`src/rtl/mem_access_stage.sv`:
```
// Memory stage: steers EX/MEM operands onto the data-memory req/ack bus and
// registers the MEM/WB writeback bundle, flagging misaligned and timed-out accesses.
module mem_access_stage #(
    parameter int ADDR_WIDTH = 32,
    parameter int TIMEOUT    = 15
) (
    input  logic                  clk,
    input  logic                  rst,
    input  logic                  in_valid,
    input  logic                  in_mem_read,
    input  logic                  in_mem_write,
    input  logic [1:0]            in_size,
    input  logic                  in_unsigned,
    input  logic [ADDR_WIDTH-1:0] in_addr,
    input  logic [31:0]           in_wdata,
    input  logic [4:0]            in_rd,
    input  logic                  in_reg_write,
    output logic                  stall,
    output logic                  dm_req,
    output logic                  dm_we,
    output logic [ADDR_WIDTH-1:0] dm_addr,
    output logic [3:0]            dm_be,
    output logic [31:0]           dm_wdata,
    input  logic [31:0]           dm_rdata,
    input  logic                  dm_ack,
    output logic                  wb_valid,
    output logic                  wb_reg_write,
    output logic [4:0]            wb_rd,
    output logic [31:0]           wb_data,
    output logic                  misalign_exc,
    output logic                  bus_err
);
    localparam logic [0:0] S_IDLE = 1'b0;
    localparam logic [0:0] S_WAIT = 1'b1;

    localparam int              CW  = $clog2(TIMEOUT + 1);
    localparam logic [CW-1:0]   TMO = CW'(TIMEOUT);

    logic [0:0]    state;
    logic [CW-1:0] count;

    logic        mem_op;
    logic        is_store;
    logic        is_load;
    logic        misaligned;
    logic [3:0]  lane_be;
    logic [31:0] lane_wdata;
    logic [31:0] load_data;
    logic [31:0] addr32;
    logic [7:0]  ld_byte;
    logic [15:0] ld_half;

    always_comb begin
        mem_op   = in_valid & (in_mem_read | in_mem_write);
        is_store = in_mem_write;
        is_load  = in_mem_read & ~in_mem_write;
        addr32   = 32'(in_addr);

        case (in_size)
            2'b00:   misaligned = 1'b0;
            2'b01:   misaligned = in_addr[0];
            2'b10:   misaligned = |in_addr[1:0];
            default: misaligned = 1'b1;
        endcase
    end

    always_comb begin
        lane_be    = 4'b1111;
        lane_wdata = in_wdata;
        case (in_size)
            2'b00: begin
                lane_be    = 4'b0001 << in_addr[1:0];
                lane_wdata = {4{in_wdata[7:0]}};
            end
            2'b01: begin
                lane_be    = 4'b0011 << in_addr[1:0];
                lane_wdata = {2{in_wdata[15:0]}};
            end
            default: ;
        endcase
    end

    always_comb begin
        ld_byte = dm_rdata[{in_addr[1:0], 3'b000} +: 8];
        ld_half = dm_rdata[{in_addr[1], 4'b0000} +: 16];
        case (in_size)
            2'b00:   load_data = in_unsigned ? {24'h0, ld_byte} : {{24{ld_byte[7]}}, ld_byte};
            2'b01:   load_data = in_unsigned ? {16'h0, ld_half} : {{16{ld_half[15]}}, ld_half};
            default: load_data = dm_rdata;
        endcase
    end

    // Gated by rst so every output, stall included, reads 0 while reset is held.
    always_comb begin
        if (state == S_IDLE) begin
            stall = rst & mem_op & ~misaligned;
        end else begin
            stall = rst & ~dm_ack & (count < TMO);
        end
    end

    always_ff @(posedge clk or negedge rst) begin
        if (!rst) begin
            state        <= S_IDLE;
            count        <= '0;
            dm_req       <= 1'b0;
            dm_we        <= 1'b0;
            dm_addr      <= '0;
            dm_be        <= '0;
            dm_wdata     <= '0;
            wb_valid     <= 1'b0;
            wb_reg_write <= 1'b0;
            wb_rd        <= '0;
            wb_data      <= '0;
            misalign_exc <= 1'b0;
            bus_err      <= 1'b0;
        end else begin
            wb_valid     <= 1'b0;
            wb_reg_write <= 1'b0;
            misalign_exc <= 1'b0;
            bus_err      <= 1'b0;
            case (state)
                S_IDLE: begin
                    if (mem_op && misaligned) begin
                        wb_valid     <= 1'b1;
                        wb_rd        <= in_rd;
                        wb_data      <= addr32;
                        misalign_exc <= 1'b1;
                    end else if (mem_op) begin
                        state    <= S_WAIT;
                        count    <= '0;
                        dm_req   <= 1'b1;
                        dm_we    <= is_store;
                        dm_addr  <= {in_addr[ADDR_WIDTH-1:2], 2'b00};
                        dm_be    <= lane_be;
                        dm_wdata <= lane_wdata;
                    end else begin
                        wb_valid     <= in_valid;
                        wb_reg_write <= in_valid & in_reg_write;
                        wb_rd        <= in_rd;
                        wb_data      <= addr32;
                    end
                end
                default: begin
                    // An ack in the final allowed cycle still completes the access.
                    if (dm_ack) begin
                        state        <= S_IDLE;
                        dm_req       <= 1'b0;
                        wb_valid     <= 1'b1;
                        wb_reg_write <= in_reg_write & is_load;
                        wb_rd        <= in_rd;
                        wb_data      <= is_load ? load_data : addr32;
                    end else if (count >= TMO) begin
                        state    <= S_IDLE;
                        dm_req   <= 1'b0;
                        wb_valid <= 1'b1;
                        wb_rd    <= in_rd;
                        wb_data  <= addr32;
                        bus_err  <= 1'b1;
                    end else begin
                        count <= count + 1'b1;
                    end
                end
            endcase
        end
    end
endmodule
```
`config.mk`:
```
export PLATFORM = sky130hd
export DESIGN_NAME = mem_access_stage
export DESIGN_NICKNAME = d
export VERILOG_FILES = /design/src/rtl/mem_access_stage.sv
export SDC_FILE = /design/constraint.sdc
export NUM_CORES = 1
export LEC_CHECK = 0
export ABC_CLOCK_PERIOD_IN_PS = 2300
export BUFFER_PORTS_ARGS = -buffer_cell sky130_fd_sc_hd__buf_2
export CAP_MARGIN = 40
export CORE_MARGIN = 2
export CORE_UTILIZATION = 50
export CTS_CLUSTER_DIAMETER = 30
export CTS_CLUSTER_SIZE = 25
export DETAILED_ROUTE_END_ITERATION = 10
export PLACE_DENSITY = 0.93
export SLEW_MARGIN = 20
export SYNTH_ARGS = -nofsm -noshare
export SYNTH_HDL_FRONTEND = slang
export SYNTH_SLANG_ARGS = --single-unit
```
`constraint.sdc`:
```
create_clock -name clk -period 2.3 [get_ports clk]
set_input_delay 0.23 -clock clk [delete_from_list [all_inputs] [get_ports clk]]
set_output_delay 0.23 -clock clk [all_outputs]
set_load 0.05 [all_outputs]
```
Word-level counts from Yosys, hierarchy flattened. Cells that the tools add are included.

Output and inout port bits: 112. Memories kept: 0. Memory bits (writable): 0. Register bits after elaboration: 114. Bits in latches: 0. ROM bits: 0. Word-level logic and storage cells: 95.

Equality and inequality tests: 7. Add/subtract/negate cells: 1. Reduce and logical (&&, ||, !) cells: 8. Div/mod/pow operators: 0. Shift operators: 4. Bitwise logic cells: 14. Multiply operators: 0. Multiplexer cells: 46. $lt $le $gt $ge: 2.

Operators by type and width (number): $mux W32 (8); $pmux W32 S2 (2); $shiftx A32 B6 Y16 (1); $shiftx A32 B6 Y8 (1); $mux W5 (5); $mux W1 (24); $mux W4 (5); $and A1 B1 Y1 (8); $pmux W4 S2 (1); $ne A2 B2 Y1 const B (3); $ne A3 B2 Y1 const B (2); $reduce_and A3 Y1 (2); $not A1 Y1 (5); $add A4 B1 Y4 const B (1); $ge A4 B4 Y1 const B (1); $lt A4 B4 Y1 const B (1); $reduce_and A4 Y1 (1); $shl A1 B2 Y4 const A (1); $shl A2 B2 Y4 const A (1); $pmux W1 S3 (1); $eq A2 B1 Y1 const B (1); $eq A2 B2 Y1 const B (1); $logic_not A2 Y1 (1); $reduce_and A2 Y1 (1); other kinds (4) (4).

Longest topological paths before layout.
Depth after elaboration: 6. Gate-level depth with buffers: 8. Depth with buffers taken out: 6.

Least setup slack after synthesis. Ideal clock, no wire load.

Path type: flip-flop to output port. From: register count[0]. To: output stall. Arrival: 1.970 ns. Stages on the path, launching flop included: 9. Path slack: 0.100 ns. Data required time: 2.070 ns. Path through: dfrtp_1 ha_1 nand3_1 nor2b_1 buf_1 nor2_4 inv_2 buf_4 and2_1.

Longest elaborated chain between the ends: 3.

Ends and longest elaborated chain: start, declared (RTL line 40) `logic [CW-1:0] count;`; start signal, assigned (RTL line 161) `count <= count + 1'b1;`; $lt A4 B4 Y1 (RTL line 98) `stall = rst & ~dm_ack & (count < TMO);`; $and A1 B1 Y1 (RTL line 98); $mux W1 (RTL line 95) `if (state == S_IDLE) begin`; end, declared (RTL line 18) `output logic stall,`.

No other way between the ends.

Worst setup path after layout. Ends and elaborated chain as after synthesis.

==> results.toml <==
[status]
status = "complete, no violations"

[floorplanning]
die_y_um = 114.3
die_area_mm2 = 0.01307
num_rows = 40
core-area_mm2 = 0.01196
dieWidth_um = 114.3
ios = 223
initial_core_util = 0.5089

[yosys]
ys_seq_area_frac = 0.4687
yosysWarnings = 0
avgSynthCellArea_um2 = 9.031
ys_ff_latch = 114
async_reset_ff_frac = 1.000
synth_flop_cell = "dfrtp_1"
syn-cell-area_mm2 = 0.006087
synthCells = 674
synth_edf_count = 0
yosys.cell_types.count = 54

[sta]
final.setup_skew_ns = 0.005482
min_period_ns = 2.106
slew_headroom = 0.4598
min_period_over_period = 0.9156
grt_setup_unrepaired = "false"
tns_ns = 0
slew_viol_final = 0
finalHoldViolCount = 0
fmax_mhz = 474.9
setup_ws_ns = 0.1941
setup_viol = 0
whs_ns = 0.02816
tightest_slew_ns = 0.7899

[worst_setup_path]
critPathCaptureType = "primary output"
crit_slowest_cell = "dfrtp_1"
startpoint_type = "flop"
path_class = "flop to primary output"
critPathBufInv = 2
path_cells = "ha_1 > nand3_1 > nor2b_2 > nor2_4 > inv_2 > and2_1 > buf_2"
cpPeakStageDelay_ns = 0.41
path_delay_family = "simple AND/OR/NAND/NOR gates"
cp.arrival_ns = 1.88
cp.required_ns = 2.07
critical_path_peak_fanout = 4

[cells_and_area]
drive_gt1_frac = 0.3348
final_cells = 1040
fillers = 974
nets = 992
design_area_mm2 = 0.007943
antenna_cells = 0
area_growth_syn_to_layout_pct = 30.48

[place]
portBuffers = 220
placed_cell_area_mm2 = 0.007330
pre_cts_slack_ns = 0.2016
hpwl_um = 13270
gp_congestion = 0.8978
place_inst = 1007

[detailed_routing]
vias_per_cell = 5.724
routedWlPerCell_um = 17.71
drc = 0
drt-pass1-iter-count = 5
drt_iter0_markers = 570
detail_route.wirelength_um = 18420
ant_nets = 0
via_count = 5953

[grt]
met1_usage = 0.3709
grtUsageMet2 = 0.4579
grt_pass1_vias = 5651
antenna_found_initial = 0
grt.overflow.total = 0
use_met3 = 0.07941
busiest_layer = "met2"
grt_max_degree = 115
grt_first_pass_wirelength_um = 29190
grt.total_usage = 0.2892

[cts]
ctsRootBufferMaster = "clkbuf_16"
clock-sinks = 114
cts_tree = "yes"
cts_max_level = 4
cts_max_path_buffers = 2
cts.clk_slew.worst_paths_ns = 0.05
post_cts_buffers = 0
cts_inserted_buffers = 17
clock_latency_ns = 0.41

[min_path]
hold_class = "primary input to flop"

[power_and_ir_drop]
vdd_drop_max_uv = 670.3
p_per_area_mw_per_mm2 = 1032
power.leakage_nw = 4.024

[job]
drv_cap = 0
[synthesized netlist by cell type (2+ instances only)]
master / count / area, um^2
nand2_1: 183 / 686.9
dfrtp_1: 114 / 2853
o21ai_0: 54 / 270.3
nor2_1: 45 / 168.9
clkbuf_1: 30 / 112.6
mux2i_1: 27 / 270.3
a21oi_1: 19 / 95.09
o31ai_1: 18 / 135.1
a211oi_1: 16 / 120.1
nor2b_1: 15 / 93.84
and3b_1: 14 / 122.6
buf_2: 13 / 65.06
o211ai_1: 12 / 90.09
nor3_1: 10 / 50.05
mux2_4: 9 / 135.1
o21ai_1: 9 / 45.04
a22o_1: 8 / 70.07
a31oi_1: 8 / 50.05
a22oi_1: 7 / 52.55
buf_4: 7 / 52.55
mux4_2: 7 / 157.7
nand2b_1: 5 / 31.28
nand3_1: 5 / 25.02
buf_1: 3 / 11.26
buf_6: 3 / 33.78
inv_1: 2 / 7.510
mux2_1: 2 / 22.52
nor3b_1: 2 / 15.01
o311ai_0: 2 / 17.52
[final timing paths]
check	endpoint	cells after the start	start	slack, ns
min in group asynchronous	bus_err	3	rst	0.46
max in group asynchronous	dm_wdata[27]	3	rst	1.30
setup reg to reg	wb_data[7]	4	state	0.30
hold reg to reg	dm_addr[8]	2	dm_addr[8]	0.47
setup / recovery	stall	7	count[0]	0.19
hold / removal	dm_addr[20]	3	in_addr[20]	0.03
[cell usage in the layout, fill, tap and decap left out, types with 16 or more instances in the layout]
master | netlist | routed
nand2_1 | 183 | 183
buf_2 | 13 | 219
nor2_1 | 45 | 44
a21oi_1 | 19 | 19
buf_4 | 7 | 17
clkbuf_16 | 0 | 17
dfrtp_1 | 114 | 114
mux2i_1 | 27 | 27
o31ai_1 | 18 | 18
a211oi_1 | 16 | 16
o21ai_0 | 54 | 54
[layout make-up]
cell class,count,area (um^2),area share
Sequential cell,114,2853,0.3592
Clock inverter,14,163.9,0.02064
Tap cell,147,183.9,0.02316
Timing Repair Buffer,242,1334,0.1679
Inverter,4,15.01,0.001890
Clock buffer,18,439.2,0.05529
Multi-Input combinational cell,501,2954,0.3719
[cell families (layout without fill, tap and decap cells)]
kind of cell	Yosys count	in the layout	synth area share
flops	114	114	0.4687
xor+xnor	1	1	0.001439
compound gates	162	162	0.1710
other cells	1	2	0.0006161
simple gates	289	289	0.2105
buf+inv	60	278	0.04769
mux	46	46	0.09805
fa+ha+maj	1	1	0.002055
[through the flow]
stage,utilization,power [mW]
6_report,0.6640,8.196
2_1_floorplan,-,4.758
3_3_place_gp,0.6121,5.496
5_1_grt,0.6640,8.539
3_5_place_dp,0.6128,5.572
4_1_cts,0.6640,8.238
[metal layers]
layer  routed length, um  vias up  part of all wire
met2                8700      331              0.47
met5                   0        -                 0
li1                    -     2757                 -
met3                1423       63             0.077
met1                7496     2802              0.41
met4                 799        0             0.043
[registers in the layout (all words and copies together) (netlist names), 4 cells and up]
name      flops
dm_addr      30
wb_data      32
count         4
dm_wdata     32
wb_rd         5
dm_be         4
[where the power goes]
group	internal (mW)	switching [mW]	total (mW)	leakage [nW]
Sequential	2.42	0.229	2.65	1.40
Clock	1.72	0.931	2.65	0.280
Combinational	0.701	2.19	2.89	2.35
Total	4.84	3.35	8.20	4.02
[worst register-to-register path, stage by stage, from the launching register on]
cell and delay [ns]:
dfrtp_1 0.54, nand4b_1 0.26, a2111oi_0 0.78, buf_4 0.22, o31ai_1 0.07
[repair_timing]
action,CTS,global route
hold buffers,1,0
gates resized for setup,0,0
endpoints found under the hold margin,22,0
Note: power is estimated with default switching activity, not from simulation.
